<file path="src/rtl/wordle_guess_scorer_pkg.sv">
// Shared types and constants for the wordle guess scorer: one-hot states,
// score codes and word geometry.
package wordle_pkg;
    localparam int NUM_ROWS = 6;
    localparam int WORD_LEN = 5;
    localparam int LETTER_W = 5;

    localparam logic [3:0] QI     = 4'b0001;
    localparam logic [3:0] QENTRY = 4'b0010;
    localparam logic [3:0] QSCORE = 4'b0100;
    localparam logic [3:0] QDONE  = 4'b1000;

    localparam logic [1:0] SCORE_NONE   = 2'b00;
    localparam logic [1:0] SCORE_GRAY   = 2'b01;
    localparam logic [1:0] SCORE_YELLOW = 2'b10;
    localparam logic [1:0] SCORE_GREEN  = 2'b11;

    localparam logic [LETTER_W-1:0] LETTER_MAX = 5'd25;

    typedef logic [LETTER_W-1:0]         letter_t;
    typedef letter_t [WORD_LEN-1:0]      word_t;
    typedef logic [WORD_LEN-1:0][1:0]    scores_t;

    function automatic logic all_green(input scores_t s);
        for (int i = 0; i < WORD_LEN; i++)
            if (s[i] != SCORE_GREEN) return 1'b0;
        return 1'b1;
    endfunction
endpackage

</file>
<file path="src/rtl/wordle_guess_scorer_if.sv">
// Keyboard / renderer side of the guess scorer. The scorer is the slave;
// the keyboard FSM and grid renderer together form the master.
interface wordle_guess_scorer_if;
    import wordle_pkg::*;
    logic    Start, Ack;
    word_t   target;
    letter_t letter_idx;
    logic    letter_vld, del, enter;
    logic [2:0] rd_row, rd_col;
    letter_t rd_letter;
    logic [1:0] rd_score;
    logic [2:0] row_curr, col_curr;
    logic    q_I, q_Entry, q_Score, q_Done;
    logic    done, win;

    modport slave (
        input  Start, Ack, target, letter_idx, letter_vld, del, enter, rd_row, rd_col,
        output rd_letter, rd_score, row_curr, col_curr, q_I, q_Entry, q_Score, q_Done, done, win
    );
    modport master (
        output Start, Ack, target, letter_idx, letter_vld, del, enter, rd_row, rd_col,
        input  rd_letter, rd_score, row_curr, col_curr, q_I, q_Entry, q_Score, q_Done, done, win
    );
endinterface

</file>
<file path="src/rtl/wordle_guess_scorer_score_unit.sv">
// Six-cycle scorer: green pass, then one yellow search per position.
// scores shows the result including the current cycle's update, so the parent
// can commit it on the same edge that done is seen.
module wordle_score_unit
    import wordle_pkg::*;
(
    input  logic    Clk,
    input  logic    reset,
    input  logic    start,
    input  word_t   guess,
    input  word_t   target,
    output scores_t scores,
    output logic    done
);
    localparam int STAGES = WORD_LEN;

    logic [STAGES:0]     vld_pipe;
    scores_t             score_q, score_d;
    logic [WORD_LEN-1:0] used_q, used_d;
    logic                found;

    always_ff @(posedge Clk or posedge reset) begin
        if (reset) begin
            vld_pipe <= '0;
            score_q  <= '0;
            used_q   <= '0;
        end else begin
            vld_pipe <= {vld_pipe[STAGES-1:0], start};
            score_q  <= score_d;
            used_q   <= used_d;
        end
    end

    always_comb begin
        score_d = score_q;
        used_d  = used_q;
        found   = 1'b0;
        if (vld_pipe[0]) begin
            for (int i = 0; i < WORD_LEN; i++) begin
                score_d[i] = (guess[i] == target[i]) ? SCORE_GREEN : SCORE_GRAY;
                used_d[i]  = (guess[i] == target[i]);
            end
        end
        // stage k searches on behalf of guess position k-1; lowest free match wins
        for (int k = 1; k <= STAGES; k++) begin
            if (vld_pipe[k] && score_q[k-1] != SCORE_GREEN) begin
                for (int j = 0; j < WORD_LEN; j++) begin
                    if (!found && !used_q[j] && target[j] == guess[k-1]) begin
                        found        = 1'b1;
                        score_d[k-1] = SCORE_YELLOW;
                        used_d[j]    = 1'b1;
                    end
                end
            end
        end
    end

    assign scores = score_d;
    assign done   = vld_pipe[STAGES];
endmodule

</file>
<file path="src/rtl/wordle_guess_scorer.sv">
// Guess entry FSM and letter/score grid; hands complete rows to the score
// unit and exposes the grid to the renderer through a combinational read port.
module wordle_guess_scorer #(
    parameter int NUM_ROWS = 6
) (
    input  logic Clk,
    input  logic reset,
    wordle_guess_scorer_if.slave bus
);
    import wordle_pkg::*;

    localparam logic [2:0] LAST_ROW = 3'(NUM_ROWS - 1);
    localparam logic [2:0] FULL_COL = 3'(WORD_LEN);

    logic [3:0] state_q, state_d;
    logic [2:0] row_q, col_q;
    logic       win_q;
    word_t      target_q;
    word_t   [NUM_ROWS-1:0] grid_let;
    scores_t [NUM_ROWS-1:0] grid_sc;

    logic    sc_start, sc_done, row_full;
    scores_t sc_scores;

    assign row_full = (col_q == FULL_COL);
    assign sc_start = (state_q == QENTRY) && bus.enter && row_full;

    wordle_score_unit u_score (
        .Clk    (Clk),
        .reset  (reset),
        .start  (sc_start),
        .guess  (grid_let[row_q]),
        .target (target_q),
        .scores (sc_scores),
        .done   (sc_done)
    );

    always_ff @(posedge Clk or posedge reset) begin
        if (reset) state_q <= QI;
        else       state_q <= state_d;
    end

    always_comb begin
        state_d = state_q;
        case (state_q)
            QI:     if (bus.Start) state_d = QENTRY;
            QENTRY: if (sc_start)  state_d = QSCORE;
            QSCORE: if (sc_done)
                        state_d = (all_green(sc_scores) || row_q == LAST_ROW) ? QDONE : QENTRY;
            QDONE:  if (bus.Ack)   state_d = QI;
            default:               state_d = QI;
        endcase
    end

    always_comb begin
        bus.q_I      = (state_q == QI);
        bus.q_Entry  = (state_q == QENTRY);
        bus.q_Score  = (state_q == QSCORE);
        bus.q_Done   = (state_q == QDONE);
        bus.done     = (state_q == QDONE);
        bus.win      = win_q;
        bus.row_curr = row_q;
        bus.col_curr = col_q;
        bus.rd_letter = '0;
        bus.rd_score  = SCORE_NONE;
        if (bus.rd_row <= LAST_ROW && bus.rd_col < FULL_COL) begin
            bus.rd_letter = grid_let[bus.rd_row][bus.rd_col];
            bus.rd_score  = grid_sc[bus.rd_row][bus.rd_col];
        end
    end

    always_ff @(posedge Clk or posedge reset) begin
        if (reset) begin
            row_q    <= '0;
            col_q    <= '0;
            win_q    <= 1'b0;
            target_q <= '0;
            grid_let <= '0;
            grid_sc  <= '0;
        end else begin
            case (state_q)
                QI: if (bus.Start) begin
                    target_q <= bus.target;
                    grid_let <= '0;
                    grid_sc  <= '0;
                    row_q    <= '0;
                    col_q    <= '0;
                    win_q    <= 1'b0;
                end
                // enter blocks del and letter in the same cycle, even when it is itself ignored
                QENTRY: if (bus.enter) begin
                end else if (bus.del) begin
                    if (col_q != 3'd0) begin
                        col_q <= col_q - 3'd1;
                        grid_let[row_q][col_q - 3'd1] <= '0;
                    end
                end else if (bus.letter_vld && !row_full && bus.letter_idx <= LETTER_MAX) begin
                    grid_let[row_q][col_q] <= bus.letter_idx;
                    col_q <= col_q + 3'd1;
                end
                QSCORE: if (sc_done) begin
                    grid_sc[row_q] <= sc_scores;
                    if (all_green(sc_scores)) begin
                        win_q <= 1'b1;
                    end else if (row_q != LAST_ROW) begin
                        row_q <= row_q + 3'd1;
                        col_q <= '0;
                    end
                end
                default: ;
            endcase
        end
    end
endmodule
</file>
<file path="src/flat_wrapper.sv">
// flat-port wrapper written by rule: the top's interface ports become plain ports
module wordle_guess_scorer_flat import wordle_pkg::*;
#(
    parameter int NUM_ROWS = 6
)
  (Clk, reset, bus_Start, bus_Ack, bus_target, bus_letter_idx, bus_letter_vld, bus_del, bus_enter, bus_rd_row, bus_rd_col, bus_rd_letter, bus_rd_score, bus_row_curr, bus_col_curr, bus_q_I, bus_q_Entry, bus_q_Score, bus_q_Done, bus_done, bus_win);
  wordle_guess_scorer_if bus_i ();
  input  logic Clk;
  input  logic reset;
  input wire logic [$bits(bus_i.Start)-1:0] bus_Start;
  input wire logic [$bits(bus_i.Ack)-1:0] bus_Ack;
  input wire logic [$bits(bus_i.target)-1:0] bus_target;
  input wire logic [$bits(bus_i.letter_idx)-1:0] bus_letter_idx;
  input wire logic [$bits(bus_i.letter_vld)-1:0] bus_letter_vld;
  input wire logic [$bits(bus_i.del)-1:0] bus_del;
  input wire logic [$bits(bus_i.enter)-1:0] bus_enter;
  input wire logic [$bits(bus_i.rd_row)-1:0] bus_rd_row;
  input wire logic [$bits(bus_i.rd_col)-1:0] bus_rd_col;
  output wire logic [$bits(bus_i.rd_letter)-1:0] bus_rd_letter;
  output wire logic [$bits(bus_i.rd_score)-1:0] bus_rd_score;
  output wire logic [$bits(bus_i.row_curr)-1:0] bus_row_curr;
  output wire logic [$bits(bus_i.col_curr)-1:0] bus_col_curr;
  output wire logic [$bits(bus_i.q_I)-1:0] bus_q_I;
  output wire logic [$bits(bus_i.q_Entry)-1:0] bus_q_Entry;
  output wire logic [$bits(bus_i.q_Score)-1:0] bus_q_Score;
  output wire logic [$bits(bus_i.q_Done)-1:0] bus_q_Done;
  output wire logic [$bits(bus_i.done)-1:0] bus_done;
  output wire logic [$bits(bus_i.win)-1:0] bus_win;
  assign bus_i.Start = bus_Start;
  assign bus_i.Ack = bus_Ack;
  assign bus_i.target = bus_target;
  assign bus_i.letter_idx = bus_letter_idx;
  assign bus_i.letter_vld = bus_letter_vld;
  assign bus_i.del = bus_del;
  assign bus_i.enter = bus_enter;
  assign bus_i.rd_row = bus_rd_row;
  assign bus_i.rd_col = bus_rd_col;
  assign bus_rd_letter = bus_i.rd_letter;
  assign bus_rd_score = bus_i.rd_score;
  assign bus_row_curr = bus_i.row_curr;
  assign bus_col_curr = bus_i.col_curr;
  assign bus_q_I = bus_i.q_I;
  assign bus_q_Entry = bus_i.q_Entry;
  assign bus_q_Score = bus_i.q_Score;
  assign bus_q_Done = bus_i.q_Done;
  assign bus_done = bus_i.done;
  assign bus_win = bus_i.win;
  wordle_guess_scorer #(.NUM_ROWS(NUM_ROWS)) u_core (.Clk(Clk), .reset(reset), .bus(bus_i));
endmodule
</file>
<file path="config.mk">
export PLATFORM = sky130hd
export DESIGN_NAME = wordle_guess_scorer_flat
export DESIGN_NICKNAME = d
export VERILOG_FILES = /design/src/rtl/wordle_guess_scorer_pkg.sv /design/src/rtl/wordle_guess_scorer_if.sv /design/src/rtl/wordle_guess_scorer_score_unit.sv /design/src/rtl/wordle_guess_scorer.sv /design/src/flat_wrapper.sv
export SDC_FILE = /design/constraint.sdc
export NUM_CORES = 1
export LEC_CHECK = 0
export ABC_AREA = 1
export CAP_MARGIN = 20
export CORE_ASPECT_RATIO = 0.7
export CORE_MARGIN = 1
export CORE_UTILIZATION = 59
export CTS_BUF_LIST = sky130_fd_sc_hd__clkbuf_16
export DETAILED_ROUTE_END_ITERATION = 7
export PLACE_DENSITY = 0.85
export REMOVE_ABC_BUFFERS = 1
export SETUP_SLACK_MARGIN = 0.1
export SYNTH_ARGS = -nofsm -noshare
export SYNTH_HDL_FRONTEND = slang
export SYNTH_SLANG_ARGS = --single-unit
</file>
<file path="constraint.sdc">
create_clock -name Clk -period 14.1 [get_ports Clk]
set_clock_uncertainty 0.15 [all_clocks]
set_input_delay 2.115 -clock Clk [delete_from_list [all_inputs] [get_ports Clk]]
set_output_delay 2.115 -clock Clk [all_outputs]
set_load 0.01 [all_outputs]
</file>
==> results.ini <==
[run_status]
status=finished with violations
violations=design-rule violations

[cells_and_area]
nNetsFinal=2312
drive_gt1_frac=0.0709
area_growth_pct=9.98
instances_no_fill=2655
n_antenna_cell=0

[clocking]
cts-root-buf=clkbuf_16
cts.repair.resized=0
insertion_delay_ns=0.58
cts_sinks=267
clk_path_buf_depth=3
postCtsSetupRepairBufs=0
htree_levels=1
cts_buffers=27
clkSlewWorstSetupHoldPaths_ns=0.06
cts_tree=built
cts_hold_buf=0

[drt]
wl_mm=62.8
drc=17
postRouteAntennaNets=0
vias=17800
wire_per_inst_um=23.7
drt_iter0_drc=3085
vias_per_cell=6.70
drt-pass1-iter-count=8

[global_routing]
grt_max_degree=117
grt_pass1_vias=15900
track_usage=0.431
grt_pass1_wl_mm=94.6
antenna_found_initial=0
overflow=0

[timing]
fmax_ghz=0.129
holdWs_ns=0.224
finalHoldViolations=0
rsz0062_at_grt=no
setup_slack_ns=6.37
relSlewSlack=0.249
fin_tns_setup_ns=0
worstMarginPinSlew_ns=1.12
setup_viol=0
fin_crit_sh=0.549
fin_crit_ns=7.73
drv_slew=0

[worst_setup_path]
worst-path-buf-inv=3
crit_fanout=22
crit_path_start_kind=primary input
crit_path_start=bus_rd_row[2]
critical_path_depth=7
crit_chain=clkdlybuf4s50_1 > inv_1 > nor2_1 > o21ai_0 > o21ai_0 > a32o_1 > clkdlybuf4s50_1
slowest_stage=clkdlybuf4s50_1
slowest_delay_ns=0.88
rrSetupSlack_ns=8.05
worstPathArrival_ns=5.47
timing.rr.start=u_core.bus.row_curr[1]$_DFFE_PP0P_
required_ns=11.84
critPathCapture=bus_rd_score[1]
end_kind=output pin
rr_endpoint=u_core.bus.row_curr[1]$_DFFE_PP0P_
critPathKind=in -> out
critical-path-top-delay-family=buffers and inverters
reg2regPathDepth=21

[synth]
synthTopCellsByCount=nand2_1, o21ai_0, dfrtp_1
synthFlopType=dfrtp_1
synth.distinct_cells=67
syn_avg_cell_area_sq_um=7.39
synth.ff_latch_count=267
synth_top_cell_area_share=0.400
synth_warnings=0
yosys-top-cells-area=dfrtp_1, nand2_1, o21ai_0
yosysMostFrequentCell=nand2_1
synth_edf_count=0
syn_area_sq_mm=0.0166
postSynth.asyncResetShare=1.00
synth_seq_area_share=0.401
synthCells=2254
yosysTopAreaCell=dfrtp_1

[floorplanning]
row_count=51
start_util=0.600
die_area_sq_mm=0.0289
fp.dieH_um=143
io_pins=62
coreArea_sq_mm=0.0278
fp.dieW_um=203

[power_and_ir_drop]
p_leak_nw=7.85
peakVddDrop_uv=118
total_power_mw=2.68
p_per_area_mw_per_mm2=146

[placed_design]
portBuffers=61
place_inst=2599
place_congestion=1.07
pre_cts_slack_ns=6.54
dp_hpwl_mm=44.0

[min_path]
hold_class=reg -> reg

[run]
maxCapViolCount=0

## layer usage
layer | vias to the layer above | track usage | routed length [um]
li1 | 7778 | - | -
met4 | 2 | 0.128 | 2250
met3 | 224 | 0.185 | 11600
met1 | 8206 | 0.630 | 24900
met5 | - | 0.0255 | 96
met2 | 1586 | 0.567 | 24000
## per-stage QoR
stage | cell area, sq um | utilization
floorplan | 16200 | -
global placement | 17400 | 0.626
detailed placement | 17400 | 0.626
CTS | 18200 | 0.657
global route | 18300 | 0.660
finish | 18300 | 0.660
## registers in the layout (all words and copies together), names as in the netlist
register	cells
u_core.grid_let	150
u_core.grid_sc	60
u_core.target_q	25
u_core.u_score.score_q	10
u_core.u_score.vld_pipe	6
u_core.u_score.used_q	5
u_core.state_q	4
u_core.bus.col_curr	3
u_core.bus.row_curr	3
u_core.bus.win	1
## worst min path at each step
stage | startpoint | to | slack, ns | depth (start not counted)
floorplan | u_core.u_score.vld_pipe[1]$_DFF_PP0_ | u_core.u_score.vld_pipe[2]$_DFF_PP0_ | 0.20 | 0
global placement | u_core.u_score.vld_pipe[2]$_DFF_PP0_ | u_core.u_score.vld_pipe[3]$_DFF_PP0_ | 0.20 | 0
detailed placement | u_core.u_score.vld_pipe[2]$_DFF_PP0_ | u_core.u_score.vld_pipe[3]$_DFF_PP0_ | 0.22 | 0
CTS | u_core.u_score.vld_pipe[1]$_DFF_PP0_ | u_core.u_score.vld_pipe[2]$_DFF_PP0_ | 0.23 | 0
global route | u_core.u_score.vld_pipe[1]$_DFF_PP0_ | u_core.u_score.vld_pipe[2]$_DFF_PP0_ | 0.24 | 0
finish | u_core.u_score.vld_pipe[1]$_DFF_PP0_ | u_core.u_score.vld_pipe[2]$_DFF_PP0_ | 0.22 | 0
## cell type report
cell class,instances,area [sq um]
fill,2412,9450
multi-input combinational,1618,8490
sequential,267,6680
inverter,262,993
timing repair buffer,87,826
clock buffer,27,676
tap,371,464
clock inverter,23,176
## worst register-to-register path: cells and delay by family (launching register included)
family	cells	cell delay [ns]
simple gates	16	3.37
compound gates	3	0.98
flops	1	0.85
buf+inv	2	0.61
## power breakdown
| part | leakage (nW) | total [mW] | internal (mW) | switching, mW |
|---|---|---|---|---|
| clock network | 0.443 | 0.728 | 0.401 | 0.327 |
| logic | 3.75 | 1.02 | 0.292 | 0.726 |
| registers | 3.66 | 0.936 | 0.829 | 0.106 |
## placed cells by master, fill, tap and decap left out, types with 8 or more instances in the layout
| master | count |
|---|---|
| clkdlybuf4s50_1 | 59 |
| nand3_2 | 11 |
| o221ai_1 | 9 |
| nand3_1 | 84 |
| nand2_1 | 476 |
| nand4_1 | 31 |
| dfrtp_1 | 266 |
| nor2_1 | 156 |
| o21ai_1 | 10 |
| a22oi_1 | 8 |
| nand2_2 | 15 |
| a221oi_1 | 26 |
| o31ai_1 | 9 |
| inv_2 | 17 |
| clkbuf_16 | 27 |
| xor2_1 | 37 |
| nor2_2 | 12 |
| buf_4 | 21 |
| o21ai_0 | 320 |
| inv_1 | 246 |
| clkinv_1 | 13 |
| a32o_1 | 13 |
| o22ai_1 | 146 |
| nor3_1 | 23 |
| a21oi_1 | 141 |
## cells by family after synthesis
kind of cell	count (synthesis)	share of synthesized area
DFF	267	0.401
buffers and inverters	369	0.0888
adders and majority gates	6	0.00451
muxes	1	0.000601
AOI/OAI and AO/OA	732	0.261
xor gates and xnor gates	39	0.0205
and+or+nand+nor	840	0.223
Power figures use the tool's default switching activity.
